### config.mk
export PLATFORM = sky130hd
export DESIGN_NAME = ram8_bank
export DESIGN_NICKNAME = d
export VERILOG_FILES = /design/src/rtl/ram8_bank.sv
export SDC_FILE = /design/constraint.sdc
export NUM_CORES = 1
export LEC_CHECK = 0
export CAP_MARGIN = 5
export CORE_AREA = 2 2 136 138
export CTS_BUF_LIST = sky130_fd_sc_hd__clkbuf_8
export CTS_CLUSTER_SIZE = 20
export DETAILED_ROUTE_END_ITERATION = 12
export DIE_AREA = 0 0 138 140
export PLACE_DENSITY = 0.55
export SYNTH_ARGS = -nofsm -noshare
export SYNTH_HDL_FRONTEND = slang
export SYNTH_SLANG_ARGS = --single-unit
### constraint.sdc
create_clock -name clk -period 4.8 [get_ports clk]
set_clock_uncertainty 0.2 [all_clocks]
set_input_delay 0.96 -clock clk [delete_from_list [all_inputs] [get_ports clk]]
set_output_delay 0.96 -clock clk [all_outputs]
set_load 0.005 [all_outputs]
### src/rtl/ram8_bank.sv
// Eight-entry register bank feeding Mux8Way16 a..h, plus the sel generator that either
// follows a host read address or sweeps indices 0..7 for a full dump.
module ram8_bank #(
    parameter int WIDTH = 16
) (
    input  logic             clk,
    input  logic             rst_n,
    input  logic             wr_valid,
    output logic             wr_ready,
    input  logic [2:0]       wr_addr,
    input  logic [WIDTH-1:0] wr_data,
    input  logic [2:0]       rd_addr,
    input  logic             scan_start,
    output logic [WIDTH-1:0] word_a,
    output logic [WIDTH-1:0] word_b,
    output logic [WIDTH-1:0] word_c,
    output logic [WIDTH-1:0] word_d,
    output logic [WIDTH-1:0] word_e,
    output logic [WIDTH-1:0] word_f,
    output logic [WIDTH-1:0] word_g,
    output logic [WIDTH-1:0] word_h,
    output logic [2:0]       sel,
    output logic             scan_valid,
    output logic             scan_done
);

    typedef enum logic [1:0] {
        ST_IDLE,
        ST_SCAN,
        ST_DONE
    } state_t;

    state_t           r_state;
    logic [2:0]       r_sel;
    logic             r_scan_valid;
    logic             r_scan_done;
    logic [WIDTH-1:0] r_mem [8];
    logic             w_wr_fire;

    // Writes are only possible in IDLE, which keeps the entries frozen for the whole scan.
    assign wr_ready  = (r_state == ST_IDLE);
    assign w_wr_fire = wr_valid && wr_ready;

    always_ff @(posedge clk) begin
        if (!rst_n) begin
            for (int i = 0; i < 8; i++) begin
                r_mem[i] <= '0;
            end
        end else if (w_wr_fire) begin
            r_mem[wr_addr] <= wr_data;
        end
    end

    always_ff @(posedge clk) begin
        if (!rst_n) begin
            r_state      <= ST_IDLE;
            r_sel        <= 3'd0;
            r_scan_valid <= 1'b0;
            r_scan_done  <= 1'b0;
        end else begin
            case (r_state)
                ST_IDLE: begin
                    r_scan_done <= 1'b0;
                    if (scan_start) begin
                        r_state      <= ST_SCAN;
                        r_sel        <= 3'd0;
                        r_scan_valid <= 1'b1;
                    end else begin
                        r_sel        <= rd_addr;
                        r_scan_valid <= 1'b0;
                    end
                end
                ST_SCAN: begin
                    // Index 7 leaves the scan instead of wrapping, so sel stays on the last word.
                    if (r_sel == 3'd7) begin
                        r_state      <= ST_DONE;
                        r_scan_valid <= 1'b0;
                        r_scan_done  <= 1'b1;
                    end else begin
                        r_sel        <= r_sel + 3'd1;
                    end
                end
                ST_DONE: begin
                    r_state      <= ST_IDLE;
                    r_scan_valid <= 1'b0;
                    r_scan_done  <= 1'b0;
                end
                default: begin
                    r_state      <= ST_IDLE;
                    r_scan_valid <= 1'b0;
                    r_scan_done  <= 1'b0;
                end
            endcase
        end
    end

    assign sel        = r_sel;
    assign scan_valid = r_scan_valid;
    assign scan_done  = r_scan_done;

    assign word_a = r_mem[0];
    assign word_b = r_mem[1];
    assign word_c = r_mem[2];
    assign word_d = r_mem[3];
    assign word_e = r_mem[4];
    assign word_f = r_mem[5];
    assign word_g = r_mem[6];
    assign word_h = r_mem[7];

endmodule

==> flow_metrics.tcl, run 1 <==
set metrics [dict create \
    cts.sinks 135 \
    vias 3109 \
    synth-edff-count 128 \
    ys_seq_elements 135 \
    synth.net_count 348 \
    worst_ep_arrival_time_ns 3.13 \
    power_density_nw_per_um2 309 \
    async_flop_share 0 \
    syn_inst 320 \
    rsz0062_at_grt "false" \
    n_fill_cell 1626 \
    drive_above_1_share 0.0771 \
    timing.final.crit_period_ns 3.27 \
    outcome "complete, no violations" \
    core_um2 17800 \
    setup_viol 0 \
    ctsHoldBuffers 0 \
    nets 523 \
    finalSetupTns_ns 0 \
    worst_pin_slew_ns 0.789 \
    syn_area_per_cell_um2 16.5 \
    yosysWarnings 0 \
    crit_type "input port to flop" \
    drcViolationCount 0 \
    crit_path_start_kind "input port" \
    area_growth_syn_to_layout_pct 40.7 \
    die_y_um 140 \
    max_slew_margin 0.474 \
    viasPerCell 4.23 \
    syn_area_um2 5280 \
    yosysSeqAreaShare 0.754 \
    post_cts_resized 0 \
    clockRootBuffer "clkbuf_8" \
    dpl.cell_count 705 \
    layout_worst_path_cycle_share 0.681 \
    place.port_buffers 159 \
    grt_max_degree 18 \
    finalPower_mw 2.30 \
    cp-end-kind "flop" \
    cts_tree "done" \
    overflow 0 \
    required_ns 4.66 \
    routed_wl_um 13100 \
    fp.dieW_um 138 \
    hold_viol 0 \
    clock.fmax_mhz 306 \
    cts_buffers 17 \
    grt_util_all_layers 0.137 \
    rows 49 \
    maxCapViolCount 0 \
    gp_congestion 0.807 \
    irDropWorstVdd_uv 146 \
    yosysTopAreaCell "edfxtp_1" \
    diodes 0 \
    synth.top_cells.by_count "and2_1 (128), edfxtp_1 (128), nand2b_1 (14)" \
    post_drt_wl_per_cell_um 17.9 \
    post_cts_buffers 0 \
    yosysTopAreaCellShare 0.728 \
    ant_nets 0 \
    min_path_type "flop to flop" \
    synth_area_leaders "edfxtp_1 (73%), and2_1 (15%), dfxtp_1 (2.7%)" \
    final_max_slew_viol_count 0 \
    dpl.hpwl_um 9690 \
    drt_iter0_markers 182 \
    start_util 0.297 \
    drt_pass1_iterations 4 \
    grt_pass1_wl_um 19400 \
    clock_path_buffers 2 \
    grt_pass1_vias 3246 \
    synthDistinctLibCells 25 \
    cts.clk_slew.worst_paths_ns 0.07 \
    ioPinCount 160 \
    critPathMaxFanout 17 \
    dieArea_um2 19300 \
    synth_flop_cell "edfxtp_1" \
    insertion_delay_ns 0.43 \
    antenna_found_initial 0 \
    fin_cells 735 \
    p_leak_nw 2.73 \
    htree_levels 4 \
]
path summary, 6_finish.rpt:
check	start	to	slack, ns	depth (start not counted)
hold / removal	scan_valid	scan_valid	0.31	2
setup reg to reg	r_state[0]	r_mem[1][12]	2.21	5
hold reg to reg	scan_valid	scan_valid	0.31	2
setup / recovery	wr_addr[0]	r_mem[5][0]	1.53	4
sequential cells by signal, summed over array words and instances, names as in the netlist:
name        cells
r_mem         128
sel             3
scan_done       1
scan_valid      1
r_state         2
per-stage QoR:
stage                util  area [um2]  hold WS (ns)  worst slack, ns
global route        0.418        7430         0.320             1.37
CTS                 0.418        7430         0.308             1.51
floorplan               -        5280         0.261             2.10
finish              0.418        7430         0.310             1.53
global placement    0.402        7140         0.289             1.12
detailed placement  0.402        7140         0.284             1.04
routing by layer:
metal  part of all wire  GRT usage  wire [um]
met1               0.43      0.169       5670
met2               0.48      0.224       6330
met3              0.074     0.0496        967
met4              0.013     0.0440        175
met5                  0          0          0
power breakdown:
group | internal (mW) | total (mW) | switching (mW)
clock network | 0.327 | 0.722 | 0.395
registers | 1.34 | 1.37 | 0.0249
logic | 0.116 | 0.209 | 0.0929
total | 1.78 | 2.30 | 0.513
worst max-delay path, stage by stage:
cell and delay [ns]:
clkdlybuf4s50_1 0.80, nand2_2 0.18, nor3_4 0.50, nand2b_1 0.68
final cells by class:
cell class | count | area (um2) | area share
clock buffers | 17 | 234 | 0.0315
clock inverters | 13 | 51.3 | 0.00690
inverters | 1 | 6.26 | 0.000842
multi-input cells | 173 | 1220 | 0.164
flip-flops and latches | 135 | 3980 | 0.536
well taps | 229 | 287 | 0.0386
repair buffers | 167 | 1650 | 0.222
placed cells by master, fill, tap and decap left out:
master and n:
clkinv_2 2, a21oi_1 3, inv_1 3, and2_1 128
nor4b_4 4, ha_1 2, nand4bb_1 1, nand2b_1 14
edfxtp_1 128, a22oi_1 1, dfxtp_1 7, nor3_1 1
buf_4 8, inv_4 1, nor4_4 2, clkdlybuf4s50_1 159
a211oi_1 1, nor2b_1 2, o21ai_0 4, clkbuf_8 17
nor3_4 2, nor2_1 2, o211a_1 1, o221a_2 2
nand2_2 1, nand2_1 2, clkinv_1 8
logic make-up (layout without fill, tap and decap cells):
family / Yosys count / count (layout) / synth area share
buffers and inverters: 12 / 198 / 0.0154
DFF: 135 / 135 / 0.754
AOI/OAI and AO/OA: 12 / 12 / 0.0156
and+or+nand+nor: 159 / 159 / 0.210
adders and majority gates: 2 / 2 / 0.00474
Power figures use the tool's default switching activity.
==> inputs of run 2 (changes only) <==
==> constraint.sdc (replaced) <==
create_clock -name clk -period 3.2 [get_ports clk]
set_clock_uncertainty 0.2 [all_clocks]
set_input_delay 0.64 -clock clk [delete_from_list [all_inputs] [get_ports clk]]
set_output_delay 0.64 -clock clk [all_outputs]
set_load 0.005 [all_outputs]
==> run 2 against run 1 <==
- final cell count increased by 1.8%
- non-clock buffer count increased by 11
- clock power increased by 90%
- utilization increased by 1.0 points
- worst hold slack improved by 0.012 ns
- largest power group unchanged
- highest routed layer unchanged
==> flow_metrics.tcl, run 2 (synthesized netlist as in run 1, its figures left out) <==
set metrics [dict create \
    clockRootBuffer "clkbuf_8" \
    setup_viol 0 \
    hp-start "scan_valid" \
    clock_path_buffers 2 \
    crit_chain "nor2_1 > clkdlybuf4s50_1" \
    drcViolationCount 0 \
    ioPinCount 160 \
    dieArea_um2 19300 \
    cts.sinks 135 \
    ctsHoldBuffers 0 \
    post_cts_resized 0 \
    dpl.hpwl_um 9420 \
    worst_r2r_startpoint "r_state[0]" \
    critPathMaxFanout 12 \
    antenna_found_initial 0 \
    reg2regPathDepth 5 \
    grt_pass1_vias 3330 \
    gp_congestion 0.756 \
    grt_util_all_layers 0.137 \
    r2r_slack_ns 1.13 \
    place.port_buffers 159 \
    post_drt_wl_per_cell_um 17.1 \
    p_leak_nw 2.83 \
    die_y_um 140 \
    irDropWorstVdd_uv 218 \
    core_um2 17800 \
    critical-path-top-delay-family "buffers and inverters" \
    worst_pin_slew_ns 0.518 \
    area_growth_syn_to_layout_pct 44.0 \
    diodes 0 \
    nets 534 \
    hold_path_depth 2 \
    grt_pass1_wl_um 19600 \
    wl_met3_um 1130 \
    fp.dieW_um 138 \
    p_int_mw 2.94 \
    p_seq_frac 0.546 \
    viasPerCell 4.24 \
    p_sw_mw 0.798 \
    rsz0062_at_grt "false" \
    max_slew_margin 0.653 \
    start_util 0.297 \
    cts_buffers 17 \
    crit_path_start_kind "flop" \
    cp-end-kind "output port" \
    rows 49 \
    cts.clk_slew.worst_paths_ns 0.08 \
    required_ns 2.36 \
    vias 3171 \
    ant_nets 0 \
    final_common_cell "clkdlybuf4s50_1" \
    outcome "complete, no violations" \
    highest_layer "met4" \
    grt_max_degree 17 \
    worst_ep_arrival_time_ns 1.61 \
    crit_type "flop to output port" \
    wl_met1_um 5290 \
    finalPower_mw 3.73 \
    cp_slowest_cell "clkdlybuf4s50_1" \
    path_buf_inv 1 \
    finalSetupTns_ns 0 \
    timing.final.crit_period_ns 2.45 \
    maxCapViolCount 0 \
    clock.fmax_mhz 408 \
    r2r_end "r_mem[3][14]" \
    largest_register_ffs 128 \
    htree_levels 4 \
    drive_above_1_share 0.108 \
    drt_iter0_markers 155 \
    min_path_type "flop to flop" \
    p_clk_frac 0.366 \
    drt_pass1_iterations 4 \
    pwr-share-comb 0.087 \
    p_sw_frac 0.214 \
    cts_tree "done" \
    routed_wl_um 12800 \
    insertion_delay_ns 0.44 \
    hold_path_end "scan_valid" \
    layout_worst_path_cycle_share 0.765 \
    final_max_slew_viol_count 0 \
    layout_common_cells "clkdlybuf4s50_1 (159), and2_1 (128), edfxtp_1 (128)" \
    hold_viol 0 \
    largest-register "r_mem" \
    power_density_nw_per_um2 491 \
    post_cts_buffers 0 \
    cpPeakStageDelay_ns 0.54 \
    overflow 0 \
    met2_length_um 6220 \
]
[run 2: changes by cell type in the layout (fill, tap and decap cells not counted), sizes merged]
| cell | previous run | this run |
|---|---|---|
| inv | 4 | 5 |
| clkinvlp | 0 | 2 |
| bufinv | 0 | 3 |
| buf | 8 | 19 |
| clkinv | 10 | 6 |
[run 2: worst register-to-register path, stage by stage (launching register included)]
cell	delay, ns
dfxtp_1	0.41
nand4bb_1	0.24
buf_4	0.22
nor4b_4	0.29
nand2b_1	0.15
buf_4	0.24
[run 2: metrics by stage]
stage / worst slack, ns / std cells / hold slack (ns) / instance area, um2 / util
after floorplan: 0.823 / 320 / 0.261 / 5280 / -
after global placement: 0.499 / 716 / 0.287 / 7230 / 0.406
after detailed placement: 0.457 / 716 / 0.295 / 7230 / 0.406
after CTS: 0.715 / 748 / 0.327 / 7610 / 0.428
after global routing: 0.611 / 748 / 0.338 / 7610 / 0.428
final: 0.751 / 748 / 0.322 / 7610 / 0.428
[run 2: layout make-up]
| class | instances | area (um2) |
|---|---|---|
| clock inverters | 15 | 146 |
| repair buffers | 178 | 1730 |
| fillers | 1638 | 10200 |
| inverters | 1 | 6.26 |
| clock buffers | 17 | 234 |
| well taps | 229 | 287 |
| multi-input cells | 173 | 1220 |
| flip-flops and latches | 135 | 3980 |
[run 2: worst max path at each step]
stage	end	slack (ns)	cells past startpoint	from
global route	wr_ready	0.61	2	r_state[0]
finish	wr_ready	0.75	2	r_state[0]
global placement	r_mem[5][14]	0.50	5	wr_addr[0]
floorplan	r_mem[3][0]	0.82	4	rst_n
detailed placement	r_mem[5][9]	0.46	5	wr_addr[2]
CTS	wr_ready	0.71	2	r_state[0]
[run 2: power by group through the flow]
stage	Sequential [mW]	Clock (mW)	Combinational, mW
3_5_place_dp	2.08	0	0.333
5_1_grt	2.05	1.48	0.352
2_1_floorplan	2.08	0	0.0705
3_3_place_gp	2.08	0	0.329
6_report	2.04	1.37	0.326
4_1_cts	2.04	1.41	0.334
[run 2: layer usage]
metal / vias up / GRT usage
met5: - / 0
met4: 0 / 0.0435
met3: 13 / 0.0670
met2: 119 / 0.222
met1: 1537 / 0.161
li1: 1502 / -
